$ cat src/rtl/id_ex_stage_if.sv
// Decode-to-execute handshake bundle: operand sources and forwarding inputs in,
// resolved ALU operands out, plus the completed-issue counter.
interface id_ex_stage_if #(
    parameter int WIDTH = 32,
    parameter int CNT_W = 16
);
    logic             in_valid;
    logic             in_ready;
    logic [WIDTH-1:0] rs1_val;
    logic [WIDTH-1:0] rs2_val;
    logic [WIDTH-1:0] imm;
    logic             use_imm;
    logic [4:0]       rs1_idx;
    logic [4:0]       rs2_idx;
    logic [4:0]       rd_idx;
    logic [5:0]       alu_sel;
    logic             flush;
    logic             fwd_exm_en;
    logic [4:0]       fwd_exm_rd;
    logic [WIDTH-1:0] fwd_exm_data;
    logic             fwd_mwb_en;
    logic [4:0]       fwd_mwb_rd;
    logic [WIDTH-1:0] fwd_mwb_data;
    logic             out_valid;
    logic             out_ready;
    logic [WIDTH-1:0] out_in1;
    logic [WIDTH-1:0] out_in2;
    logic [5:0]       out_sel;
    logic [4:0]       out_rd;
    logic [CNT_W-1:0] issue_cnt;

    modport master (
        output in_valid, rs1_val, rs2_val, imm, use_imm, rs1_idx, rs2_idx, rd_idx,
               alu_sel, flush, fwd_exm_en, fwd_exm_rd, fwd_exm_data,
               fwd_mwb_en, fwd_mwb_rd, fwd_mwb_data, out_ready,
        input  in_ready, out_valid, out_in1, out_in2, out_sel, out_rd, issue_cnt
    );

    modport slave (
        input  in_valid, rs1_val, rs2_val, imm, use_imm, rs1_idx, rs2_idx, rd_idx,
               alu_sel, flush, fwd_exm_en, fwd_exm_rd, fwd_exm_data,
               fwd_mwb_en, fwd_mwb_rd, fwd_mwb_data, out_ready,
        output in_ready, out_valid, out_in1, out_in2, out_sel, out_rd, issue_cnt
    );
endinterface

$ cat src/rtl/id_ex_stage.sv
// ID/EX pipeline register with operand forwarding and a one-entry skid buffer.
// Latency: 1 cycle from capture to out_* when the main register is free or draining.
// Backpressure: registered in_ready drops only when both main and skid entries are full.
module id_ex_stage #(
    parameter int WIDTH = 32,
    parameter int CNT_W = 16
) (
    input  logic          clk,
    input  logic          rst_n,
    id_ex_stage_if.slave  bus
);

    typedef enum logic [1:0] {
        EMPTY = 2'd0,
        ONE   = 2'd1,
        TWO   = 2'd2
    } state_t;

    typedef struct packed {
        logic [WIDTH-1:0] in1;
        logic [WIDTH-1:0] in2;
        logic [5:0]       sel;
        logic [4:0]       rd;
    } ex_op_t;

    state_t           state_q;
    state_t           state_nxt;
    ex_op_t           m_q;
    ex_op_t           s_q;
    ex_op_t           cap_op;
    logic             in_ready_q;
    logic             out_valid_q;
    logic [CNT_W-1:0] cnt_q;
    logic             capture;
    logic             handshake;
    logic             load_m;
    logic             load_s;
    logic             m_from_s;

    // Register 0 reads as zero; the younger EX/MEM result wins over MEM/WB.
    function automatic logic [WIDTH-1:0] resolve(
        input logic [4:0]       idx,
        input logic [WIDTH-1:0] rf_val,
        input logic             exm_en,
        input logic [4:0]       exm_rd,
        input logic [WIDTH-1:0] exm_data,
        input logic             mwb_en,
        input logic [4:0]       mwb_rd,
        input logic [WIDTH-1:0] mwb_data
    );
        logic [WIDTH-1:0] r;
        if (idx == 5'd0)
            r = '0;
        else if (exm_en && idx == exm_rd)
            r = exm_data;
        else if (mwb_en && idx == mwb_rd)
            r = mwb_data;
        else
            r = rf_val;
        return r;
    endfunction

    assign capture   = bus.in_valid && in_ready_q && !bus.flush;
    assign handshake = out_valid_q && bus.out_ready;

    always_comb begin
        cap_op     = '0;
        cap_op.in1 = resolve(bus.rs1_idx, bus.rs1_val,
                             bus.fwd_exm_en, bus.fwd_exm_rd, bus.fwd_exm_data,
                             bus.fwd_mwb_en, bus.fwd_mwb_rd, bus.fwd_mwb_data);
        cap_op.in2 = bus.use_imm ? bus.imm
                   : resolve(bus.rs2_idx, bus.rs2_val,
                             bus.fwd_exm_en, bus.fwd_exm_rd, bus.fwd_exm_data,
                             bus.fwd_mwb_en, bus.fwd_mwb_rd, bus.fwd_mwb_data);
        cap_op.sel = bus.alu_sel;
        cap_op.rd  = bus.rd_idx;
    end

    // State register; ready/valid flags are registered from the next state.
    always_ff @(posedge clk or negedge rst_n) begin
        if (!rst_n) begin
            state_q     <= EMPTY;
            in_ready_q  <= 1'b1;
            out_valid_q <= 1'b0;
        end else begin
            state_q     <= state_nxt;
            in_ready_q  <= (state_nxt != TWO);
            out_valid_q <= (state_nxt != EMPTY);
        end
    end

    always_comb begin
        state_nxt = state_q;
        if (bus.flush) begin
            state_nxt = EMPTY;
        end else begin
            case (state_q)
                EMPTY: if (capture) state_nxt = ONE;
                ONE: begin
                    if (capture && !bus.out_ready)
                        state_nxt = TWO;
                    else if (!capture && bus.out_ready)
                        state_nxt = EMPTY;
                end
                TWO:     if (bus.out_ready) state_nxt = ONE;
                default: state_nxt = EMPTY;
            endcase
        end
    end

    always_comb begin
        load_m   = 1'b0;
        load_s   = 1'b0;
        m_from_s = 1'b0;
        if (!bus.flush) begin
            case (state_q)
                EMPTY: load_m = capture;
                ONE: begin
                    load_m = capture && bus.out_ready;
                    load_s = capture && !bus.out_ready;
                end
                TWO:     m_from_s = bus.out_ready;
                default: ;
            endcase
        end
    end

    always_ff @(posedge clk or negedge rst_n) begin
        if (!rst_n) begin
            m_q   <= '0;
            s_q   <= '0;
            cnt_q <= '0;
        end else begin
            if (load_m)
                m_q <= cap_op;
            else if (m_from_s)
                m_q <= s_q;
            if (load_s)
                s_q <= cap_op;
            cnt_q <= cnt_q + {{(CNT_W-1){1'b0}}, handshake};
        end
    end

    assign bus.in_ready  = in_ready_q;
    assign bus.out_valid = out_valid_q;
    assign bus.out_in1   = m_q.in1;
    assign bus.out_in2   = m_q.in2;
    assign bus.out_sel   = m_q.sel;
    assign bus.out_rd    = m_q.rd;
    assign bus.issue_cnt = cnt_q;

endmodule

$ cat src/flat_wrapper.sv
// flat-port wrapper written by rule: the top's interface ports become plain ports
module id_ex_stage_flat 
#(
    parameter int WIDTH = 32,
    parameter int CNT_W = 16
)
  (clk, rst_n, bus_in_valid, bus_rs1_val, bus_rs2_val, bus_imm, bus_use_imm, bus_rs1_idx, bus_rs2_idx, bus_rd_idx, bus_alu_sel, bus_flush, bus_fwd_exm_en, bus_fwd_exm_rd, bus_fwd_exm_data, bus_fwd_mwb_en, bus_fwd_mwb_rd, bus_fwd_mwb_data, bus_out_ready, bus_in_ready, bus_out_valid, bus_out_in1, bus_out_in2, bus_out_sel, bus_out_rd, bus_issue_cnt);
  id_ex_stage_if #(.WIDTH(WIDTH), .CNT_W(CNT_W)) bus_i ();
  input  logic clk;
  input  logic rst_n;
  input wire logic [$bits(bus_i.in_valid)-1:0] bus_in_valid;
  input wire logic [$bits(bus_i.rs1_val)-1:0] bus_rs1_val;
  input wire logic [$bits(bus_i.rs2_val)-1:0] bus_rs2_val;
  input wire logic [$bits(bus_i.imm)-1:0] bus_imm;
  input wire logic [$bits(bus_i.use_imm)-1:0] bus_use_imm;
  input wire logic [$bits(bus_i.rs1_idx)-1:0] bus_rs1_idx;
  input wire logic [$bits(bus_i.rs2_idx)-1:0] bus_rs2_idx;
  input wire logic [$bits(bus_i.rd_idx)-1:0] bus_rd_idx;
  input wire logic [$bits(bus_i.alu_sel)-1:0] bus_alu_sel;
  input wire logic [$bits(bus_i.flush)-1:0] bus_flush;
  input wire logic [$bits(bus_i.fwd_exm_en)-1:0] bus_fwd_exm_en;
  input wire logic [$bits(bus_i.fwd_exm_rd)-1:0] bus_fwd_exm_rd;
  input wire logic [$bits(bus_i.fwd_exm_data)-1:0] bus_fwd_exm_data;
  input wire logic [$bits(bus_i.fwd_mwb_en)-1:0] bus_fwd_mwb_en;
  input wire logic [$bits(bus_i.fwd_mwb_rd)-1:0] bus_fwd_mwb_rd;
  input wire logic [$bits(bus_i.fwd_mwb_data)-1:0] bus_fwd_mwb_data;
  input wire logic [$bits(bus_i.out_ready)-1:0] bus_out_ready;
  output wire logic [$bits(bus_i.in_ready)-1:0] bus_in_ready;
  output wire logic [$bits(bus_i.out_valid)-1:0] bus_out_valid;
  output wire logic [$bits(bus_i.out_in1)-1:0] bus_out_in1;
  output wire logic [$bits(bus_i.out_in2)-1:0] bus_out_in2;
  output wire logic [$bits(bus_i.out_sel)-1:0] bus_out_sel;
  output wire logic [$bits(bus_i.out_rd)-1:0] bus_out_rd;
  output wire logic [$bits(bus_i.issue_cnt)-1:0] bus_issue_cnt;
  assign bus_i.in_valid = bus_in_valid;
  assign bus_i.rs1_val = bus_rs1_val;
  assign bus_i.rs2_val = bus_rs2_val;
  assign bus_i.imm = bus_imm;
  assign bus_i.use_imm = bus_use_imm;
  assign bus_i.rs1_idx = bus_rs1_idx;
  assign bus_i.rs2_idx = bus_rs2_idx;
  assign bus_i.rd_idx = bus_rd_idx;
  assign bus_i.alu_sel = bus_alu_sel;
  assign bus_i.flush = bus_flush;
  assign bus_i.fwd_exm_en = bus_fwd_exm_en;
  assign bus_i.fwd_exm_rd = bus_fwd_exm_rd;
  assign bus_i.fwd_exm_data = bus_fwd_exm_data;
  assign bus_i.fwd_mwb_en = bus_fwd_mwb_en;
  assign bus_i.fwd_mwb_rd = bus_fwd_mwb_rd;
  assign bus_i.fwd_mwb_data = bus_fwd_mwb_data;
  assign bus_i.out_ready = bus_out_ready;
  assign bus_in_ready = bus_i.in_ready;
  assign bus_out_valid = bus_i.out_valid;
  assign bus_out_in1 = bus_i.out_in1;
  assign bus_out_in2 = bus_i.out_in2;
  assign bus_out_sel = bus_i.out_sel;
  assign bus_out_rd = bus_i.out_rd;
  assign bus_issue_cnt = bus_i.issue_cnt;
  id_ex_stage #(.WIDTH(WIDTH), .CNT_W(CNT_W)) u_core (.clk(clk), .rst_n(rst_n), .bus(bus_i));
endmodule
$ cat config.mk
export PLATFORM = sky130hd
export DESIGN_NAME = id_ex_stage_flat
export DESIGN_NICKNAME = d
export VERILOG_FILES = /design/src/rtl/id_ex_stage_if.sv /design/src/rtl/id_ex_stage.sv /design/src/flat_wrapper.sv
export SDC_FILE = /design/constraint.sdc
export NUM_CORES = 1
export LEC_CHECK = 0
export CORE_ASPECT_RATIO = 0.7
export CORE_MARGIN = 2
export CORE_UTILIZATION = 51
export DETAILED_ROUTE_END_ITERATION = 8
export PLACE_DENSITY = 0.84
export SETUP_SLACK_MARGIN = 0.3
export SLEW_MARGIN = 20
export SYNTH_ARGS = -nofsm -noshare
export SYNTH_HDL_FRONTEND = slang
export SYNTH_SLANG_ARGS = --single-unit
export TNS_END_PERCENT = 5
$ cat constraint.sdc
create_clock -name clk -period 2.7 [get_ports clk]
set_input_delay 0.54 -clock clk [delete_from_list [all_inputs] [get_ports clk]]
set_output_delay 0.54 -clock clk [all_outputs]
set_load 0.02 [all_outputs]
Word level (Yosys, flattened, before mapping) --
Index checks and enable logic that the tools add are counted.
Storage, ports and cells: register bits after elaboration 170, bits in latches 0, bits in writable memories 0, ROM bits 0, input bits 199, memories kept 0
Cells by class: $add $sub $neg 1, multiply operators 0, divide/modulo/power cells 0, $lt $le $gt $ge 0, eq/ne operators 7, shift operators 0, multiplexer cells 21, bitwise gates (word level) 0, reduce and logical (&&, ||, !) cells 18
Operators by type and width (count):
- 32-bit 2-to-1 mux | 7
- 75-bit 2-to-1 mux | 2
- 5-bit equality test | 4
- 16-bit by 1-bit adder with 16-bit output | 1
- 1-bit logical AND | 10
- 5-bit logical NOT | 2
- 2-bit 2-to-1 mux | 5
- 2-bit one-hot mux with 3 select lines | 1
- 1-bit 2-to-1 mux | 5
- 2-bit nonzero test | 2
- 1-bit logical NOT | 3
- 2-bit by 1-bit equality test with 1-bit output (second input constant) | 1
- 2-bit equality test (second input constant) | 1
- 2-bit logical NOT | 1
- 2-bit inequality test (second input constant) | 1
- 1-bit one-hot mux with 2 select lines | 1

Depth between registers and ports, before layout --
word-level depth 9, depth in mapped cells 8, depth with buffers taken out 7

Worst setup path after synthesis --
OpenSTA, ideal clock, no wires.
path type input to register, start point input port bus_rs2_idx[2], end point register u_core.m_q (netlist bit u_core.bus.out_in2[25]), arrival time 1.950 ns, slack 0.615 ns, stages 7, path buffers 2, cell sequence xnor2_1 -> nand3_1 -> or4_1 -> buf_2 -> buf_6 -> a221oi_2 -> o31ai_1
Between the ends: word-level cells in the longest chain between the ends 7
RTL lines:
- start: declaration | RTL line flat_wrapper.sv:17 | input wire logic [$bits(bus_i.rs2_idx)-1:0] bus_rs2_idx;
- 5-bit equality test | RTL line id_ex_stage.sv:56 | else if (mwb_en && idx == mwb_rd)
- 1-bit logical AND | RTL line id_ex_stage.sv:56
- 32-bit 2-to-1 mux | RTL line id_ex_stage.sv:56
- 32-bit 2-to-1 mux | RTL line id_ex_stage.sv:54 | else if (exm_en && idx == exm_rd)
- 32-bit 2-to-1 mux * | RTL line id_ex_stage.sv:52 | if (idx == 5'd0)
- 32-bit 2-to-1 mux * | RTL line id_ex_stage.sv:71 | cap_op.in2 = bus.use_imm ? bus.imm
- 75-bit 2-to-1 mux * | RTL line id_ex_stage.sv:134 | if (load_m)
- end signal: assignment | RTL line id_ex_stage.sv:135 | m_q <= cap_op;
- end signal: assignment | RTL line id_ex_stage.sv:137 | m_q <= s_q;
- end: declaration | RTL line id_ex_stage.sv:28 | ex_op_t m_q;
Mark *: on every way between the ends. The rest lies on a longest branch, timed or not. A chain may end at the register's enable or synchronous reset.

Final worst setup path --
start point input port bus_fwd_mwb_rd[2], end point register u_core.s_q[37] (netlist bit)
Between the ends: word-level cells in the longest chain between the ends 6
RTL lines:
- start: declaration | RTL line flat_wrapper.sv:25 | input wire logic [$bits(bus_i.fwd_mwb_rd)-1:0] bus_fwd_mwb_rd;
- 5-bit equality test | RTL line id_ex_stage.sv:56
- 1-bit logical AND | RTL line id_ex_stage.sv:56
- 32-bit 2-to-1 mux | RTL line id_ex_stage.sv:56
- 32-bit 2-to-1 mux | RTL line id_ex_stage.sv:54
- 32-bit 2-to-1 mux | RTL line id_ex_stage.sv:52
- 32-bit 2-to-1 mux | RTL line id_ex_stage.sv:71
- end signal: assignment | RTL line id_ex_stage.sv:139 | s_q <= cap_op;
- end: declaration | RTL line id_ex_stage.sv:29 | ex_op_t s_q;
Every way passes these cells.

==> flow_summary.ini <==
[status]
status = completed

[sta]
final.setup.worst_slack_ps = 325
period_needed_ps = 2370
setup_violations = 0
rsz0062_at_grt = true
maxSlewViolCount = 0
clock_skew_ps = 16.1
max_freq_mhz = 421
hold_violations = 0
relSlewSlack_pct = 56.7
finalCritPeriodShare_pct = 87.9
worst_pin_slew_ps = 650

[worst_setup_path]
rr_endpoint = u_core.bus.out_in2[27]
r2r-start = u_core.state_q[1]
critPathKind = in -> reg
cp.arrival_ps = 2660
critPathLaunchType = input port
end_kind = flop
path_max_fanout = 16
rrSetupSlack_ps = 570
r2r.worst_path.cells = 6
worstPathRequired_ps = 2980

[synthesis]
synth_flop_cell = dfrtp_1
synth_area_leaders = dfrtp_1, o31ai_1, nand2_1
ys_types = 38
synth-edff-count = 0
netlist_area_um2 = 9150
yosysTopAreaCellShare_pct = 46.2
synth_top_cell_by_area = dfrtp_1
yosys-top-cells-count = dfrtp_1, nand2_1, o31ai_1
yosys_register_bits = 170
syn-instance-count = 936
synth_nets = 1137
synthArstFlopShare_pct = 100
yosysSeqAreaShare_pct = 46.5
syn_avg_cell_area_um2 = 9.78
yosysMostFrequentCell = dfrtp_1
yosysWarnings = 0

[detailed_routing]
drtIter0Drc = 1065
firstDrtPassIters = 6
drtAntennaViolNets = 0
wl_per_cell_um = 23.7
drt-total-wl_um = 35000
vias = 9392
drc = 0
vias_per_cell = 6.38

[clocking]
clk_root_buffer_cell = clkbuf_16
cts_tree = done
h-tree-depth = 4
clock-sinks = 170
cts_buffers = 17
holdBufCountCts = 0
cts_buffer_depth = 2
clk_latency_ps = 430
clk_pin_slew_ps = 70

[placed_design]
place_hpwl_um = 24600
placed_area_um2 = 12600
gp_congestion = 0.949
pre_cts_ws_ps = -263
io_buffers = 291

[run]
cap_violations = 0

[global_routing]
grt_use_met3_pct = 11.7
grt.overflow.total = 0
busiest_layer = met2
grt_pass1_wl_um = 52900
grt_max_degree = 69
grt_usage_pct = 37.1
antenna_found_initial = 5
grt_pass1_vias = 9485
grtUsageMet1_pct = 50.6
grt_use_met2_pct = 56.7

[power_and_ir_drop]
peakVddDrop_mv = 0.453
p_leak_uw = 0.00536
powerDensity_nw_per_um2 = 635

[floorplanning]
pin_count = 292
fp.dieW_um = 164
die_h_um = 116
core_area_um2 = 17400
die_area_um2 = 19100
row_count = 40
start_util_pct = 52.7

[layout]
fill_cells = 1201
drive_above_1_share_pct = 12.8
area_growth_pct = 45.8
fin_nets = 1426
finalInstanceArea_um2 = 13300

[min_path]
hp-class = in -> async
## cell usage in the layout (no fill, tap or decap), types with 5 or more instances in the layout
cell type,instances
a21oi_1,29
nor2_4,5
o31ai_1,114
nor2_1,68
and3_1,19
a221oi_1,31
xnor2_1,30
o21ai_0,47
o32ai_1,14
clkdlybuf4s50_1,289
and2_1,33
nand2_1,143
clkbuf_16,17
xor2_1,5
a221oi_2,31
a32o_1,12
buf_4,48
buf_12,12
a22oi_1,18
nand3_1,10
mux2i_1,27
dfrtp_1,169
mux2_2,18
## metrics by stage
stage / hold WS, ps / cells / power (uW) / TNS (ps) / util [%]
4_1_cts: 118 / 1469 / 8430 / 0 / 76.7
2_1_floorplan: 244 / 936 / 4560 / 0 / -
5_1_grt: 140 / 1470 / 8800 / 0 / 76.8
3_3_place_gp: 458 / 1435 / 5760 / -7880 / 72.8
3_5_place_dp: 465 / 1435 / 5840 / -12730 / 72.8
6_report: 91.9 / 1472 / 8480 / 0 / 76.8
## state kept, by name, summed over array words and instances, names as in the netlist
register,flops
u_core.bus.out_valid,1
u_core.state_q,2
u_core.bus.out_in2,32
u_core.bus.issue_cnt,16
u_core.bus.out_rd,5
u_core.bus.out_sel,6
u_core.bus.out_in1,32
u_core.s_q,75
u_core.bus.in_ready,1
## final cells by class
class,count,area [um2],share of cell area (%)
Multi-Input combinational cell,680,4630,34.7
Sequential cell,170,4260,31.9
Timing Repair Buffer,352,3540,26.5
Clock buffer,19,433,3.24
Tap cell,231,289,2.17
Clock inverter,13,181,1.36
Inverter,4,15.0,0.113
Antenna cell,3,7.51,0.0563
## per-layer routing
metal	vias to the layer above	routed length [um]
li1	4070	-
met2	680	15300
met4	2	862
met1	4562	14300
met5	-	13
met3	78	4460
## power by group
group	total [uW]	internal (uW)	switching, uW
sequential	3480	3110	365
combinational	2390	1190	1200
clock	2610	1490	1120
## worst max-delay path, cell delays in order
cell	delay, ps
clkdlybuf4s50_1	520
xnor2_1	140
nand3_1	110
or4_4	620
buf_12	210
a221oi_4	350
o31ai_1	150
## cell families after synthesis
logic type               Yosys count  synth area share, %
XOR/XNOR                          35                 3.35
flip-flops                       170                 46.5
multiplexers                      45                 5.17
AND/OR/NAND/NOR                  296                 14.7
AO/OA/AOI/OAI                    302                 26.1
buffers and inverters             86                 3.95
adder cells (fa/ha/maj)            2                0.273
## worst max path at each step
| stage | startpoint | to | slack, ps | cells past startpoint |
|---|---|---|---|---|
| 2_1_floorplan | bus_rs2_idx[2] | u_core.bus.out_in2[25] | 610 | 7 |
| 3_3_place_gp | bus_rs2_idx[3] | u_core.bus.out_in2[0] | -190 | 7 |
| 3_5_place_dp | bus_fwd_mwb_rd[3] | u_core.s_q[41] | -260 | 7 |
| 4_1_cts | bus_fwd_mwb_rd[3] | u_core.bus.out_in2[4] | 310 | 7 |
| 5_1_grt | bus_fwd_mwb_rd[3] | u_core.s_q[53] | 220 | 8 |
| 6_report | bus_fwd_mwb_rd[2] | u_core.s_q[37] | 330 | 7 |
## what timing repair did
item,4_1_cts,5_1_grt
resized for setup,3,4
setup buffers,1,0
setup endpoints to repair,62,61
gates cloned,1,0
pin swaps,2,2
(Power assumes the default switching activity.)
